`config.mk`:
```
export PLATFORM = sky130hd
export DESIGN_NAME = approx_mul_err_monitor
export DESIGN_NICKNAME = d
export VERILOG_FILES = /design/src/rtl/approx_mul_err_monitor.sv
export SDC_FILE = /design/constraint.sdc
export NUM_CORES = 1
export LEC_CHECK = 0
export ABC_AREA = 1
export CAP_MARGIN = 0
export CORE_MARGIN = 2
export CORE_UTILIZATION = 59
export DETAILED_ROUTE_END_ITERATION = 8
export PLACE_DENSITY = 0.84
export SYNTH_ARGS = -nofsm -noshare
export SYNTH_HDL_FRONTEND = slang
export SYNTH_SLANG_ARGS = --single-unit
```
`constraint.sdc`:
```
create_clock -name clk -period 6.4 [get_ports clk]
set_input_delay 1.28 -clock clk [delete_from_list [all_inputs] [get_ports clk]]
set_output_delay 1.28 -clock clk [all_outputs]
set_load 0.1 [all_outputs]
```
`src/rtl/approx_mul_err_monitor.sv`:
```
// approx_mul_err_monitor
//   Accuracy monitor for 8x8 approximate multipliers. Takes a stream of
//   (a, b, prod_approx) samples over valid/ready, recomputes a*b exactly and
//   accumulates, over a programmed number of samples:
//     err_cnt - samples whose approximate product differs from a*b
//     sum_ed  - sum of |a*b - prod_approx|, saturating at all-ones
//     max_ed  - largest |a*b - prod_approx| seen
//
// Ports
//   clk, rst          clock (rising edge), synchronous active-high reset
//   start             one-cycle pulse; accepted in IDLE/DONE only
//   num_samples       samples in the run, latched on an accepted start
//   in_valid/in_ready sample handshake (transfer on in_valid && in_ready)
//   a, b              8-bit unsigned operands
//   prod_approx       16-bit product from the multiplier under test
//   busy              run in progress (RUN or DRAIN)
//   done              level, high in DONE until the next accepted start or rst
//   err_cnt, sum_ed, max_ed   metrics of the current/last run
//
// Pipeline: accept -> S1 (exact product) -> S2 (error distance) -> metrics.
// The last accept at edge T makes done visible after edge T+3.

module approx_mul_err_monitor #(
  parameter int CNT_W = 16,
  parameter int ACC_W = 32
) (
  input  logic             clk,
  input  logic             rst,
  input  logic             start,
  input  logic [CNT_W-1:0] num_samples,
  input  logic             in_valid,
  output logic             in_ready,
  input  logic [7:0]       a,
  input  logic [7:0]       b,
  input  logic [15:0]      prod_approx,
  output logic             busy,
  output logic             done,
  output logic [CNT_W-1:0] err_cnt,
  output logic [ACC_W-1:0] sum_ed,
  output logic [15:0]      max_ed
);

  typedef enum logic [1:0] {
    IDLE  = 2'd0,
    RUN   = 2'd1,
    DRAIN = 2'd2,
    DONE  = 2'd3
  } state_t;

  state_t state_reg, state_next;

  logic [CNT_W-1:0] num_reg;
  logic [CNT_W-1:0] cnt_reg;

  logic             s1_valid_reg;
  logic [15:0]      s1_exact_reg;
  logic [15:0]      s1_approx_reg;

  logic             s2_valid_reg;
  logic             s2_neq_reg;
  logic [15:0]      s2_ed_reg;

  logic [CNT_W-1:0] err_cnt_reg;
  logic [ACC_W-1:0] sum_ed_reg;
  logic [15:0]      max_ed_reg;

  logic             start_ok;
  logic             accept;
  logic [CNT_W:0]   cnt_inc;
  logic             last_accept;
  logic [ACC_W:0]   sum_wide;
  logic [15:0]      ed_calc;

  // in_ready is a pure function of state and counter, so no path from in_valid.
  assign in_ready    = (state_reg == RUN) && (cnt_reg < num_reg);
  assign accept      = in_valid && in_ready;
  assign start_ok    = start && ((state_reg == IDLE) || (state_reg == DONE));
  // One extra bit so num_samples = all-ones still compares correctly.
  assign cnt_inc     = {1'b0, cnt_reg} + {{CNT_W{1'b0}}, 1'b1};
  assign last_accept = accept && (cnt_inc == {1'b0, num_reg});

  assign ed_calc  = (s1_exact_reg >= s1_approx_reg) ? (s1_exact_reg - s1_approx_reg)
                                                    : (s1_approx_reg - s1_exact_reg);
  assign sum_wide = {1'b0, sum_ed_reg} + {{(ACC_W-15){1'b0}}, s2_ed_reg};

  assign busy    = (state_reg == RUN) || (state_reg == DRAIN);
  assign done    = (state_reg == DONE);
  assign err_cnt = err_cnt_reg;
  assign sum_ed  = sum_ed_reg;
  assign max_ed  = max_ed_reg;

  // Next-state logic
  always_comb begin
    state_next = state_reg;
    case (state_reg)
      IDLE, DONE: begin
        if (start) begin
          state_next = (num_samples == '0) ? DONE : RUN;
        end
      end
      RUN: begin
        if (last_accept) begin
          state_next = DRAIN;
        end
      end
      DRAIN: begin
        // Both stages empty means the final sample has reached the metrics.
        if (!s1_valid_reg && !s2_valid_reg) begin
          state_next = DONE;
        end
      end
      default: state_next = IDLE;
    endcase
  end

  always_ff @(posedge clk) begin
    if (rst) begin
      state_reg <= IDLE;
    end else begin
      state_reg <= state_next;
    end
  end

  // Run control: sample count and latched target
  always_ff @(posedge clk) begin
    if (rst) begin
      num_reg <= '0;
      cnt_reg <= '0;
    end else if (start_ok) begin
      num_reg <= num_samples;
      cnt_reg <= '0;
    end else if (accept) begin
      cnt_reg <= cnt_inc[CNT_W-1:0];
    end
  end

  // S1: exact product and captured approximate product
  always_ff @(posedge clk) begin
    if (rst) begin
      s1_valid_reg  <= 1'b0;
      s1_exact_reg  <= '0;
      s1_approx_reg <= '0;
    end else begin
      s1_valid_reg <= accept;
      if (accept) begin
        s1_exact_reg  <= 16'(a) * 16'(b);
        s1_approx_reg <= prod_approx;
      end
    end
  end

  // S2: error distance and mismatch flag
  always_ff @(posedge clk) begin
    if (rst) begin
      s2_valid_reg <= 1'b0;
      s2_neq_reg   <= 1'b0;
      s2_ed_reg    <= '0;
    end else begin
      s2_valid_reg <= s1_valid_reg;
      if (s1_valid_reg) begin
        s2_ed_reg  <= ed_calc;
        s2_neq_reg <= (s1_exact_reg != s1_approx_reg);
      end
    end
  end

  // Metric accumulation; cleared when a new run is accepted. The pipeline is
  // always empty in IDLE/DONE, so clearing never races an in-flight sample.
  always_ff @(posedge clk) begin
    if (rst) begin
      err_cnt_reg <= '0;
      sum_ed_reg  <= '0;
      max_ed_reg  <= '0;
    end else if (start_ok) begin
      err_cnt_reg <= '0;
      sum_ed_reg  <= '0;
      max_ed_reg  <= '0;
    end else if (s2_valid_reg) begin
      if (s2_neq_reg) begin
        err_cnt_reg <= err_cnt_reg + {{(CNT_W-1){1'b0}}, 1'b1};
      end
      // Carry out of the widened add means overflow: stick at all-ones.
      sum_ed_reg <= sum_wide[ACC_W] ? {ACC_W{1'b1}} : sum_wide[ACC_W-1:0];
      if (s2_ed_reg > max_ed_reg) begin
        max_ed_reg <= s2_ed_reg;
      end
    end
  end

endmodule

```
## Word-level counts from Yosys, hierarchy flattened

Index checks and enable logic that the tools add are counted.

- Latch bits: 0
- Bits in writable memories: 0
- Memories: 0
- Bits of input ports: 52
- Register bits after elaboration: 149
- Word-level logic and storage cells: 52
- Memory bits (read-only): 0

- Divide/modulo/power cells: 0
- Magnitude comparators: 3
- $add $sub $neg: 5
- Multiply operators: 1
- Shift operators: 0
- Bitwise operators: 0
- Reductions and logical operators: 16
- Equality and inequality tests: 8
- Multiplexer cells: 7

Operators by type and width:

| operator | number |
|---|---|
| $add 32x16->33 | 1 |
| $mux 32 | 1 |
| $sub 16x16->16 | 2 |
| $add 16x1->17 const B | 1 |
| $eq 17x16->1 | 1 |
| $add 16x1->16 const B | 1 |
| $ge 16x16->1 | 1 |
| $gt 16x16->1 | 1 |
| $logic_not 16->1 | 1 |
| $lt 16x16->1 | 1 |
| $mul 8x8->16 | 1 |
| $mux 16 | 1 |
| $ne 16x16->1 | 1 |
| $mux 2 | 4 |
| $pmux 2 s3 | 1 |
| $logic_and 1x1->1 | 5 |
| $eq 2x2->1 const B | 2 |
| $ne 2x2->1 const B | 2 |
| $reduce_and 2->1 | 2 |
| $reduce_or 2->1 | 2 |
| $reduce_and 3->1 | 1 |
| $eq 2x1->1 const B | 1 |
| $logic_not 1->1 | 2 |
| $logic_not 2->1 | 1 |
| other kinds (2) | 3 |

## Longest topological paths before layout

- Word-level depth: 6
- Gate-level depth with buffers: 19

## Least setup slack after synthesis

No wires, ideal clock.

- Kind: input-to-reg
- Start point: in a[0]
- End point: reg s1_exact_reg[12]
- Required time: 6,274 ps
- Arrival: 5,084 ps
- Slack: 1,190 ps
- Cell stages on the path: 17
- Cell sequence: clkbuf_1 > nand2_1 > fa_1 > fa_1 > inv_1 > fa_1 > inv_1 > fa_1 > inv_1 > ha_1 > a21oi_1 > inv_1 > a31oi_1 > o21ai_0 > a21oi_1 > xor2_1 > a21oi_1

- Longest elaborated chain between the ends: 1

RTL lines:

| item | RTL line | RTL |
|---|---|---|
| start: declaration | 33 | `input logic [7:0] a,` |
| $mul 8x8->16 | 146 | `s1_exact_reg <= 16'(a) * 16'(b);` |
| end signal: assignment | 146 |  |
| end: declaration | 56 | `logic [15:0] s1_exact_reg;` |

Every way passes these cells.
A chain may end at the register's enable or synchronous reset.

## Final worst setup path

- Start point: in a[2]
- End point: reg s1_exact_reg[13]

Same word-level chain as after synthesis.

==> results.ini <==
[synth]
synthCells=1755
yosysWarnings=0
synth_seq_area_share=0.248
syn_nets=1967
yosysUniqueCellTypes=58
synth_seq_cells=149
netlist_area_sq_um=12100
yosys-top-cells-area=dfxtp_1 (25%), ha_1 (13%), nand2_1 (10%)
yosys.area.top_type_share=0.248
synth_top_cell_by_area=dfxtp_1
avgSynthCellArea_sq_um=6.87

[worst_hold_path]
hold_path_class=flop to flop

[floorplanning]
num_rows=52
initial_core_util=0.597
pin_count=119
die_area_sq_um=21600
die_w_um=147
die_h_um=147
core_area_sq_um=20200

[final_layout]
fin_nets=2042
multi_input_area_sq_um=7590
nFillCells=1703
largest_register_ffs=32
regArea_sq_um=2980
syn2layout_area_growth_pct=15.4
fin_util=0.689
drive_gt1_frac=0.0510
antennaDiodeCount=0

[clocking]
cts_buffers=17
cts_resized=0
cts_root_buffer=clkbuf_16
tritoncts=yes
h-tree-depth=4
postCtsHoldBufs=0
clk_pin_slew_ns=0.07
clock_sinks=149
clk_latency_ns=0.44
ctsLongestPathBuffers=2
postCtsSetupRepairBufs=0

[drt]
viasPerCell=5.50
routedWlPerCell_um=14.3
vias=11600
first_pass_iters=6
totalWireLength_um=30200
drcViolationCount=0
dr.first_iter.drc_count=848
antenna_left=0

[sta]
fmax_mhz=180
whs_ns=0.469
finalHoldViolations=0
fin_crit_ns=5.55
min_period_over_period=0.868
worst_pin_slew_ns=1.00
setup-tns-final_ns=0
slew_headroom=0.328
setup_viol=0
rsz0062_at_grt=false
slew_violations=0
clock-skew-final_ns=0.0123

[global_route]
grt_first_pass_wirelength_um=50700
first_global_vias=11000
antenna_found_initial=0
grt_max_degree=67
grt.total_usage=0.283
grt-ovfl-total=0

[setup_path]
arrival_ns=5.85
cp_max_fo=8
critPathLaunchType=input port
critical_path_class=input port to flop
cp_data_required_time_ns=6.70
end_kind=flop

[placed_design]
dp_hpwl_um=23000
port_buffers=118
gp_congestion=0.952

[pwr]
finalPower_mw=5.83
power.density_nw_per_um2=419
ir_drop_mv=0.308
power.leakage_nw=6.56

[status]
outcome=completed

[job]
cap_violations=0

## final timing paths
check / slack, ns / end / from / cells past startpoint
min reg2reg: 0.47 / s1_approx_reg[15] / s1_approx_reg[15] / 2
max reg2reg: 3.27 / cnt_reg[6] / state_reg[0] / 9
min: 0.47 / s1_approx_reg[15] / s1_approx_reg[15] / 2
max: 0.85 / s1_exact_reg[13] / a[2] / 16
## kinds of logic (layout without fill, tap and decap cells)
group,count (synthesis),in the layout,share of synthesized area
adders and majority gates,160,160,0.190
and+or+nand+nor,633,633,0.227
xor gates and xnor gates,51,51,0.0371
buffers and inverters,381,469,0.124
AOI/OAI and AO/OA,381,381,0.174
DFF,149,149,0.248
## routing by layer
metal | vias to the layer above | part of all wire | global-route usage
li1 | 5801 | - | -
met4 | 0 | 0.028 | 0.108
met2 | 389 | 0.48 | 0.493
met5 | - | 0 | 0
met1 | 5357 | 0.44 | 0.360
met3 | 69 | 0.055 | 0.0373
## critical path: stages
cell	delay (ns)
clkdlybuf4s50_1	0.66
nand2_1	0.10
inv_1	0.09
fa_1	0.45
fa_1	0.52
fa_1	0.54
inv_1	0.05
fa_1	0.53
inv_1	0.04
ha_1	0.34
a21oi_1	0.23
a21boi_0	0.34
o21ai_0	0.22
a31oi_1	0.20
xor2_1	0.17
a21oi_1	0.08
## cell usage in the layout, fill, tap and decap left out, types with 24 or more instances in the layout
master | netlist | final
xor2_1 | 35 | 35
clkdlybuf4s50_1 | 0 | 118
nand3_1 | 94 | 94
a31oi_1 | 24 | 24
ha_1 | 121 | 121
nand2_1 | 331 | 331
inv_1 | 303 | 302
nor2_1 | 131 | 130
o21ai_0 | 127 | 127
a21oi_1 | 177 | 176
fa_1 | 39 | 39
dfxtp_1 | 149 | 149
## final cells by class
type,count,area share
multi-input cells,1225,0.546
clock buffers,18,0.0316
repair buffers,127,0.0898
inverters,310,0.0837
well taps,270,0.0243
flip-flops and latches,149,0.215
clock inverters,14,0.0103
## cell usage after synthesis, drive strengths merged
library cell and instances:
o2111ai 2, and3 1, xnor2 16, a41oi 1, o221ai 2, nand3b 2
o21bai 5, nand3 98, a21boi 3, fa 39, o311ai 1, o22ai 1
ha 121, nor3 18, nor4 7, nor3b 1, a211oi 2, o221a 1
o211ai 2, dfxtp 149, nor2 142, xor2 35, o31ai 1, clkbuf 47
nand2 343, a21o 9, nor4b 1, a21oi 181, a221oi 1, and2 3
o21ai 140, buf 24, a31oi 24, o21a 5, or2 4, clkinv 2
nand4 13, inv 308
## power breakdown
part	leakage [nW]	total, mW	internal [mW]	switching [mW]
clock	0.287	0.998	0.557	0.441
sequential	1.21	1.22	1.08	0.138
combinational	5.06	3.61	1.25	2.36
## metrics by stage
step	instances	instance area, sq um	setup slack, ns
2_1_floorplan	1755	12100	1.19
4_1_cts	2113	13900	0.904
5_1_grt	2113	13900	0.562
3_3_place_gp	2081	13300	0.609
6_report	2113	13900	0.848
3_5_place_dp	2081	13300	0.445
No activity file was read; power rests on OpenSTA's default activity.
